**config.mk**
```make
export PLATFORM = sky130hd
export DESIGN_NAME = wb_sequencer
export DESIGN_NICKNAME = d
export VERILOG_FILES = /design/src/rtl/wb_pkg.sv /design/src/rtl/wb_sequencer.sv
export SDC_FILE = /design/constraint.sdc
export NUM_CORES = 1
export LEC_CHECK = 0
export BUFFER_PORTS_ARGS = -buffer_cell sky130_fd_sc_hd__buf_2
export CAP_MARGIN = 10
export CORE_AREA = 2 2 53 55
export CTS_CLUSTER_DIAMETER = 60
export CTS_CLUSTER_SIZE = 30
export DETAILED_ROUTE_END_ITERATION = 12
export DIE_AREA = 0 0 55 57
export GPL_TIMING_DRIVEN = 0
export HOLD_SLACK_MARGIN = 0.15
export PLACE_DENSITY_LB_ADDON = 0.2
export SLEW_MARGIN = 15
export SYNTH_ARGS = -nofsm -noshare
export SYNTH_HDL_FRONTEND = slang
export SYNTH_SLANG_ARGS = --single-unit
```
**constraint.sdc**
```tcl
create_clock -name clk -period 2.5 [get_ports clk]
set_clock_uncertainty 0.05 [all_clocks]
set_input_delay 0.125 -clock clk [delete_from_list [all_inputs] [get_ports clk]]
set_output_delay 0.125 -clock clk [all_outputs]
set_load 0.03 [all_outputs]
```
**src/rtl/wb_pkg.sv**
```systemverilog
// Shared types and mux-select encodings for the writeback sequencer.
package wb_pkg;

  typedef enum logic [2:0] {
    KIND_NONE = 3'd0,
    KIND_ALU  = 3'd1,
    KIND_LOAD = 3'd2,
    KIND_LUT  = 3'd3,
    KIND_IMM  = 3'd4
  } wb_kind_e;

  typedef enum logic [1:0] {
    S_IDLE      = 2'd0,
    S_LOAD_WAIT = 2'd1,
    S_LUT_MSW   = 2'd2
  } wb_state_e;

  localparam logic [3:0] SEL_ALU     = 4'd0;
  localparam logic [3:0] SEL_MEM     = 4'd1;
  localparam logic [3:0] SEL_LUT_LSW = 4'd2;
  localparam logic [3:0] SEL_LUT_MSW = 4'd3;
  localparam logic [3:0] SEL_IMM     = 4'd4;

endpackage

```
**src/rtl/wb_sequencer.sv**
```systemverilog
// Writeback controller: drives mux select / RF write for ALU, IMM, LOAD and two-word LUT results.
// Optional WB_TIMEOUT_EN adds a LOAD_WAIT abort after LD_TIMEOUT cycles with a sticky ld_timeout flag.
module wb_sequencer
  import wb_pkg::*;
#(
  parameter int RF_AW      = 3,
  parameter int LD_TIMEOUT = 15
) (
  input  logic             clk,
  input  logic             rst_n,
  input  logic             issue_valid,
  input  logic [2:0]       issue_kind,
  input  logic [RF_AW-1:0] issue_rd,
  input  logic             mem_valid,
  output logic [3:0]       mux_sel,
  output logic             rf_we,
  output logic [RF_AW-1:0] rf_waddr,
  output logic             stall,
  output logic [7:0]       wb_count,
  output logic             ld_timeout
);

  if (LD_TIMEOUT < 1 || LD_TIMEOUT > 31) begin : g_ld_timeout_range
    $error("LD_TIMEOUT must fit the 5-bit load-wait counter (1..31)");
  end

  wb_state_e        state;
  logic [RF_AW-1:0] rd_q;

`ifdef WB_TIMEOUT_EN
  logic [4:0] ld_cnt;
`else
  assign ld_timeout = 1'b0;
`endif

  always_ff @(posedge clk) begin
    if (!rst_n) begin
      state    <= S_IDLE;
      rf_we    <= 1'b0;
      mux_sel  <= SEL_ALU;
      rf_waddr <= '0;
      stall    <= 1'b0;
      wb_count <= 8'd0;
      rd_q     <= '0;
`ifdef WB_TIMEOUT_EN
      ld_cnt     <= 5'd0;
      ld_timeout <= 1'b0;
`endif
    end else begin
      // mux_sel parks at ALU whenever no write is issued this cycle
      rf_we   <= 1'b0;
      mux_sel <= SEL_ALU;
      case (state)
        S_IDLE: begin
          if (issue_valid) begin
            case (issue_kind)
              KIND_ALU: begin
                rf_we    <= 1'b1;
                mux_sel  <= SEL_ALU;
                rf_waddr <= issue_rd;
                wb_count <= wb_count + 8'd1;
              end
              KIND_IMM: begin
                rf_we    <= 1'b1;
                mux_sel  <= SEL_IMM;
                rf_waddr <= issue_rd;
                wb_count <= wb_count + 8'd1;
              end
              KIND_LOAD: begin
                state <= S_LOAD_WAIT;
                stall <= 1'b1;
                rd_q  <= issue_rd;
`ifdef WB_TIMEOUT_EN
                ld_cnt <= 5'd0;
`endif
              end
              KIND_LUT: begin
                rf_we    <= 1'b1;
                mux_sel  <= SEL_LUT_LSW;
                rf_waddr <= issue_rd;
                wb_count <= wb_count + 8'd1;
                rd_q     <= issue_rd;
                state    <= S_LUT_MSW;
                stall    <= 1'b1;
              end
              default: ;
            endcase
          end
        end
        S_LUT_MSW: begin
          rf_we    <= 1'b1;
          mux_sel  <= SEL_LUT_MSW;
          rf_waddr <= rd_q + RF_AW'(1);
          wb_count <= wb_count + 8'd1;
          state    <= S_IDLE;
          stall    <= 1'b0;
        end
        S_LOAD_WAIT: begin
          if (mem_valid) begin
            rf_we    <= 1'b1;
            mux_sel  <= SEL_MEM;
            rf_waddr <= rd_q;
            wb_count <= wb_count + 8'd1;
            state    <= S_IDLE;
            stall    <= 1'b0;
          end
`ifdef WB_TIMEOUT_EN
          // final permitted cycle: mem_valid above has priority over the abort
          else if (ld_cnt == 5'(LD_TIMEOUT - 1)) begin
            state      <= S_IDLE;
            stall      <= 1'b0;
            ld_timeout <= 1'b1;
          end else begin
            ld_cnt <= ld_cnt + 5'd1;
          end
`endif
        end
        default: begin
          state <= S_IDLE;
          stall <= 1'b0;
        end
      endcase
    end
  end

endmodule
```
==> results of run 1 <==
## state kept, by name, summed over array words and instances (netlist names)
register  flops
mux_sel       3
rf_waddr      3
state         2
wb_count      8
rd_q          3
rf_we         1
stall         1
## layer usage
layer / part of all wire, % / wire (µm)
met5: 0 / 0
met4: 1.5 / 32
met3: 3.8 / 83
met2: 46 / 1000
met1: 49 / 1080
## tightest hold or removal path, delay by kind of cell
kind / cells / cell delay [ns]
buf+inv: 1 / 0.11
simple gates: 2 / 0.16
compound gates: 2 / 0.18
## logic make-up (layout without fill, tap and decap cells)
family,count (synthesis),in the layout,synth area share (%)
other cells,1,2,0.340
compound gates,19,19,12.3
xor+xnor,5,5,3.97
flops,21,21,38.1
mux,5,5,4.54
fa+ha+maj,6,6,6.81
buf+inv,6,42,2.72
simple gates,54,54,31.2
## power groups by stage
stage / logic, mW / registers [mW] / clock network [mW]
after CTS: 0.125 / 0.355 / 0.177
after global routing: 0.135 / 0.357 / 0.190
after floorplan: 0.0644 / 0.380 / 0
final: 0.124 / 0.355 / 0.167
after global placement: 0.115 / 0.362 / 0
after detailed placement: 0.117 / 0.362 / 0
## placed cells by master, fill, tap and decap left out, types with 2 or more instances in the layout
master | netlist | layout
buf_2 | 0 | 25
dfxtp_1 | 21 | 21
nand2_1 | 10 | 10
nor2b_1 | 7 | 7
dlygate4sd3_1 | 0 | 7
and2_1 | 6 | 6
ha_1 | 6 | 6
nor2_1 | 5 | 5
xnor2_1 | 5 | 5
mux2i_1 | 5 | 5
nand3_1 | 4 | 4
nand2b_1 | 3 | 3
a21boi_0 | 3 | 3
a21oi_1 | 3 | 3
nand4_1 | 3 | 3
clkbuf_4 | 0 | 3
inv_1 | 2 | 2
nand3b_1 | 2 | 2
a22oi_1 | 2 | 2
clkbuf_1 | 2 | 2
o21a_1 | 2 | 2
and3_1 | 2 | 2
o2111ai_1 | 2 | 2
nor3_1 | 2 | 2
o21ai_0 | 2 | 2
a21boi_1 | 2 | 2
buf_4 | 2 | 2
conb_1 | 1 | 2
## area by class of cell
cell class | count | area share (%)
sequential | 21 | 30.7
tap | 31 | 2.84
multi-input combinational | 91 | 47.9
inverter | 2 | 0.549
clock buffer | 3 | 1.65
clock inverter | 1 | 0.366
buffer | 4 | 1.65
timing repair buffer | 32 | 14.3
## through the flow
stage / hold WS (ns) / power, mW
after global placement: 0.342 / 0.477
final: 0.251 / 0.645
after global routing: 0.336 / 0.682
after detailed placement: 0.358 / 0.479
after CTS: 0.246 / 0.657
after floorplan: 0.226 / 0.444
## path summary, 6_finish.rpt
| check | cells after the start | to | slack, ns |
|---|---|---|---|
| setup / recovery | 7 | wb_count[7]$_SDFFE_PN0P_ | 0.17 |
| hold / removal | 5 | rf_we$_SDFF_PN0_ | 0.25 |
| setup reg to reg | 7 | wb_count[7]$_SDFFE_PN0P_ | 0.17 |
| hold reg to reg | 2 | rf_waddr[2]$_SDFFE_PN0P_ | 0.41 |
==> impl_metrics.ini, run 1 <==
[synth]
synthDistinctLibCells = 38
synth-main-ff-cell = dfxtp_1
synth_top_area_share_pct = 38.1
avgSynthCellArea_um2 = 9.42
yosys.area.top_type = dfxtp_1
synth.yosys.seq_area_share_pct = 38.1
netlist_area_mm2 = 0.00110
synth_warnings = 0
synth_commonest_cells = dfxtp_1, nand2_1, nor2b_1, and2_1, ha_1
synthCells = 117
synth_edf_count = 0
ys_async_sr_fraction_pct = 0
yosysMostFrequentCell = dfxtp_1
ys_ff_latch = 21
netlist_top_cells_area = dfxtp_1, ha_1, mux2i_1

[setup_path]
max_stage_delay_ns = 0.56
path_buf_inv = 1
crit_start = state[0]$_SDFFE_PN0P_
cp_top_family = simple AND/OR/NAND/NOR gates
r2r-start = state[0]$_SDFFE_PN0P_
crit_type = flop to flop
critPathCaptureType = flop
crit_chain = inv_1, ha_1, and2b_1, nor3_4, nand2_4, or4_4, mux2i_1
critPathLaunchType = flop
crit_fanout = 9
worstPathRequired_ns = 2.66
worst_ep_arrival_time_ns = 2.49
critPathSlowestCell = or4_4

[floorplanning]
coreArea_mm2 = 0.00262
die_height_um = 57
fp.dieW_um = 55
num_io_pins = 28
die_area_mm2 = 0.00314
start_util_pct = 42.2
placementRows = 19

[finish]
n_fill_cell = 262
nets = 171
multi_input_area_um2 = 656
final_core_util_pct = 52.3
syn_to_final_growth_pct = 24.1
drive_above_1_share_pct = 24.0
n_antenna_cell = 0
final_area_mm2 = 0.00137
layoutNonFillerInstCount = 185
regArea_um2 = 420

[pwr]
power.share.clock_pct = 25.8
power.internal_uw = 456
p_seq_share_pct = 55.0
p_sw_uw = 189
power_switching_share_pct = 29.3
power_frac_comb_pct = 19.2
power.leakage_nw = 0.613
peakVddDrop_v = 0.000354
power_per_cell_area_mw_per_mm2 = 472

[drt]
wl_per_cell_um = 11.9
totalWireLength_mm = 2.20
drc_errors = 0
vias_per_cell = 5.10
ant_nets = 0
dr.pass1.iters = 4
num_vias = 944
drt_iter0_markers = 14

[placement]
port-buffer-count = 25
place_hpwl_mm = 1.62
placed_cells_incl_taps = 174
routabilityCongestion = 0.760
preCtsSetupSlack_ns = 0.178
postPlaceCellArea_mm2 = 0.00127

[clock_network]
post_cts_resized = 0
hold_buffers = 7
clockBufferDepth = 2
htreeDepth = 1
clk_latency_ns = 0.30
cts_root_buf = clkbuf_4
path_clk_slew_ns = 0.13
postCtsSetupBuffers = 0
cts.sinks = 21
cts_buffers = 3
cts_tree = built

[global_routing]
antenna_found_initial = 0
gr-max-usage-layer = met2
grt_pass1_vias = 855
grt_pass1_wl_mm = 3.74
grt_start_max_net_pins = 13
overflow = 0
grtUsageTotal_pct = 15.9
grtUsageMet2_pct = 23.6
met3_usage_pct = 2.36
grtUsageMet1_pct = 23.0

[timing]
min_period_ns = 2.33
fin_tns_setup_ns = 0
post-route-period-util_pct = 93.1
layout_setup_ws_ns = 0.173
setup_viol = 0
fmax_mhz = 430
hold_viol_final = 0
rsz0062_at_grt = no
drv_slew = 0

[job]
cap_viol_max_count = 0

[worst_hold_path]
min_path_type = input pin to flop
hp-start = issue_valid

[status]
status = complete, no violations
Note: power is estimated with default switching activity, not from simulation.
==> run 2: changes to the inputs <==
- ABC_CLOCK_PERIOD_IN_PS: unset -> 2500
- CORE_AREA: 2 2 53 55 -> 2 2 67 44
- DIE_AREA: 0 0 55 57 -> 0 0 69 46
- REMOVE_ABC_BUFFERS: unset -> 1
==> impl_metrics.ini, run 2 (synthesis results as in run 1) <==
[setup_path]
crit_type = flop to flop
cp_top_family = simple AND/OR/NAND/NOR gates
crit_fanout = 9
r2r-end = wb_count[7]$_SDFFE_PN0P_
r2r-start = state[1]$_SDFFE_PN0P_
critPathLaunchType = flop
path_buf_inv = 1
crit_start = state[1]$_SDFFE_PN0P_
worstPathRequired_ns = 2.61
cp.depth = 7
r2r_slack_ns = 0.17
critPathCaptureType = flop
r2r_cells = 7
max_stage_delay_ns = 0.56
critPathSlowestCell = or4_4
crit_chain = inv_1, ha_1, and2b_1, nor3_4, nand2_4, or4_4, mux2i_1
critPathCapture = wb_count[7]$_SDFFE_PN0P_
worst_ep_arrival_time_ns = 2.44

[status]
status = complete, no violations

[drt]
dr.pass1.iters = 4
drc_errors = 0
vias_per_cell = 4.90
num_vias = 896
totalWireLength_mm = 2.29
ant_nets = 0
wl_per_cell_um = 12.5
drt_iter0_markers = 37

[finish]
n_antenna_cell = 0
layout_commonest_cell = buf_2
mostFrequentLayoutCells = buf_2, dfxtp_1, nand2_1, nor2b_1
n_fill_cell = 254
final_core_util_pct = 51.6
largest_reg_flops = 8
largest_register = wb_count
nets = 166
syn_to_final_growth_pct = 23.0
drive_above_1_share_pct = 22.8

[pwr]
power.leakage_nw = 0.600
power.total_uw = 698
power_per_cell_area_mw_per_mm2 = 515
peakVddDrop_v = 0.000351

[placement]
port-buffer-count = 25
place_hpwl_mm = 1.60
routabilityCongestion = 0.799

[clock_network]
cts.sinks = 21
path_clk_slew_ns = 0.08
cts_tree = built
postCtsSetupBuffers = 0
clockBufferDepth = 2
hold_buffers = 6
cts_root_buf = clkbuf_8
cts_buffers = 3
clk_latency_ns = 0.26
post_cts_resized = 0
htreeDepth = 1

[timing]
rsz0062_at_grt = no
fmax_mhz = 428
setup_viol = 0
hold_viol_final = 0
post-route-period-util_pct = 93.4
drv_slew = 0
fin_tns_setup_ns = 0
min_period_ns = 2.33
whs_ns = 0.158

[global_routing]
overflow = 0
antenna_found_initial = 0
grt_pass1_vias = 810
grt_start_max_net_pins = 22
grtUsageTotal_pct = 15.4
grt_pass1_wl_mm = 3.75

[floorplanning]
coreArea_mm2 = 0.00263
die_height_um = 46
fp.dieW_um = 69
num_io_pins = 28
die_area_mm2 = 0.00317
start_util_pct = 42.0
placementRows = 15

[job]
cap_viol_max_count = 0

[worst_hold_path]
min_path_type = input pin to flop
## run 2: worst min-delay path by stage
stage | start | endpoint | slack (ns) | depth (start not counted)
2_1_floorplan | rst_n | mux_sel[0]$_SDFF_PN0_ | 0.19 | 1
3_3_place_gp | issue_rd[0] | rd_q[0]$_SDFFE_PN0P_ | 0.36 | 3
3_5_place_dp | issue_rd[1] | rd_q[1]$_SDFFE_PN0P_ | 0.36 | 3
4_1_cts | mem_valid | rf_we$_SDFF_PN0_ | 0.15 | 3
5_1_grt | mem_valid | rf_we$_SDFF_PN0_ | 0.21 | 3
6_report | mem_valid | rf_we$_SDFF_PN0_ | 0.16 | 3
## run 2: final cells by class
| type | count | area (µm²) | area share [%] |
|---|---|---|---|
| clock buffer | 4 | 45.0 | 3.32 |
| tap | 34 | 42.5 | 3.14 |
| multi-input combinational | 91 | 656 | 48.3 |
| sequential | 21 | 420 | 31.0 |
| timing repair buffer | 31 | 185 | 13.7 |
| inverter | 2 | 7.51 | 0.554 |
## run 2: worst register-to-register path, stage by stage, from the launching register on
cell and delay, ns:
dfxtp_1 0.40, inv_1 0.11, ha_1 0.27, and2b_1 0.22, nor3_4 0.34, nand2_4 0.16
or4_4 0.56, mux2i_1 0.13
## run 2: layer usage
layer  up-vias  global-route usage [%]  routed length [µm]
li1        467                       -                   -
met1       405                    20.2                1190
met2        22                    25.2                 957
met3         2                    5.09                 131
met4         0                    3.14                   7
met5         -                       0                   0
## run 2: where the power goes
part,internal (mW),switching (mW),leakage [nW]
clock network,0.114,0.111,0.0228
registers,0.346,0.00835,0.170
logic,0.0460,0.0737,0.407
total,0.506,0.193,0.600
## run 2: through the flow
stage,worst slack [ns],instances,instance area (µm²)
finish,0.165,183,1360
global route,0.00829,183,1360
CTS,0.153,183,1360
detailed placement,0.163,173,1250
global placement,0.201,173,1250
floorplan,0.408,114,1080
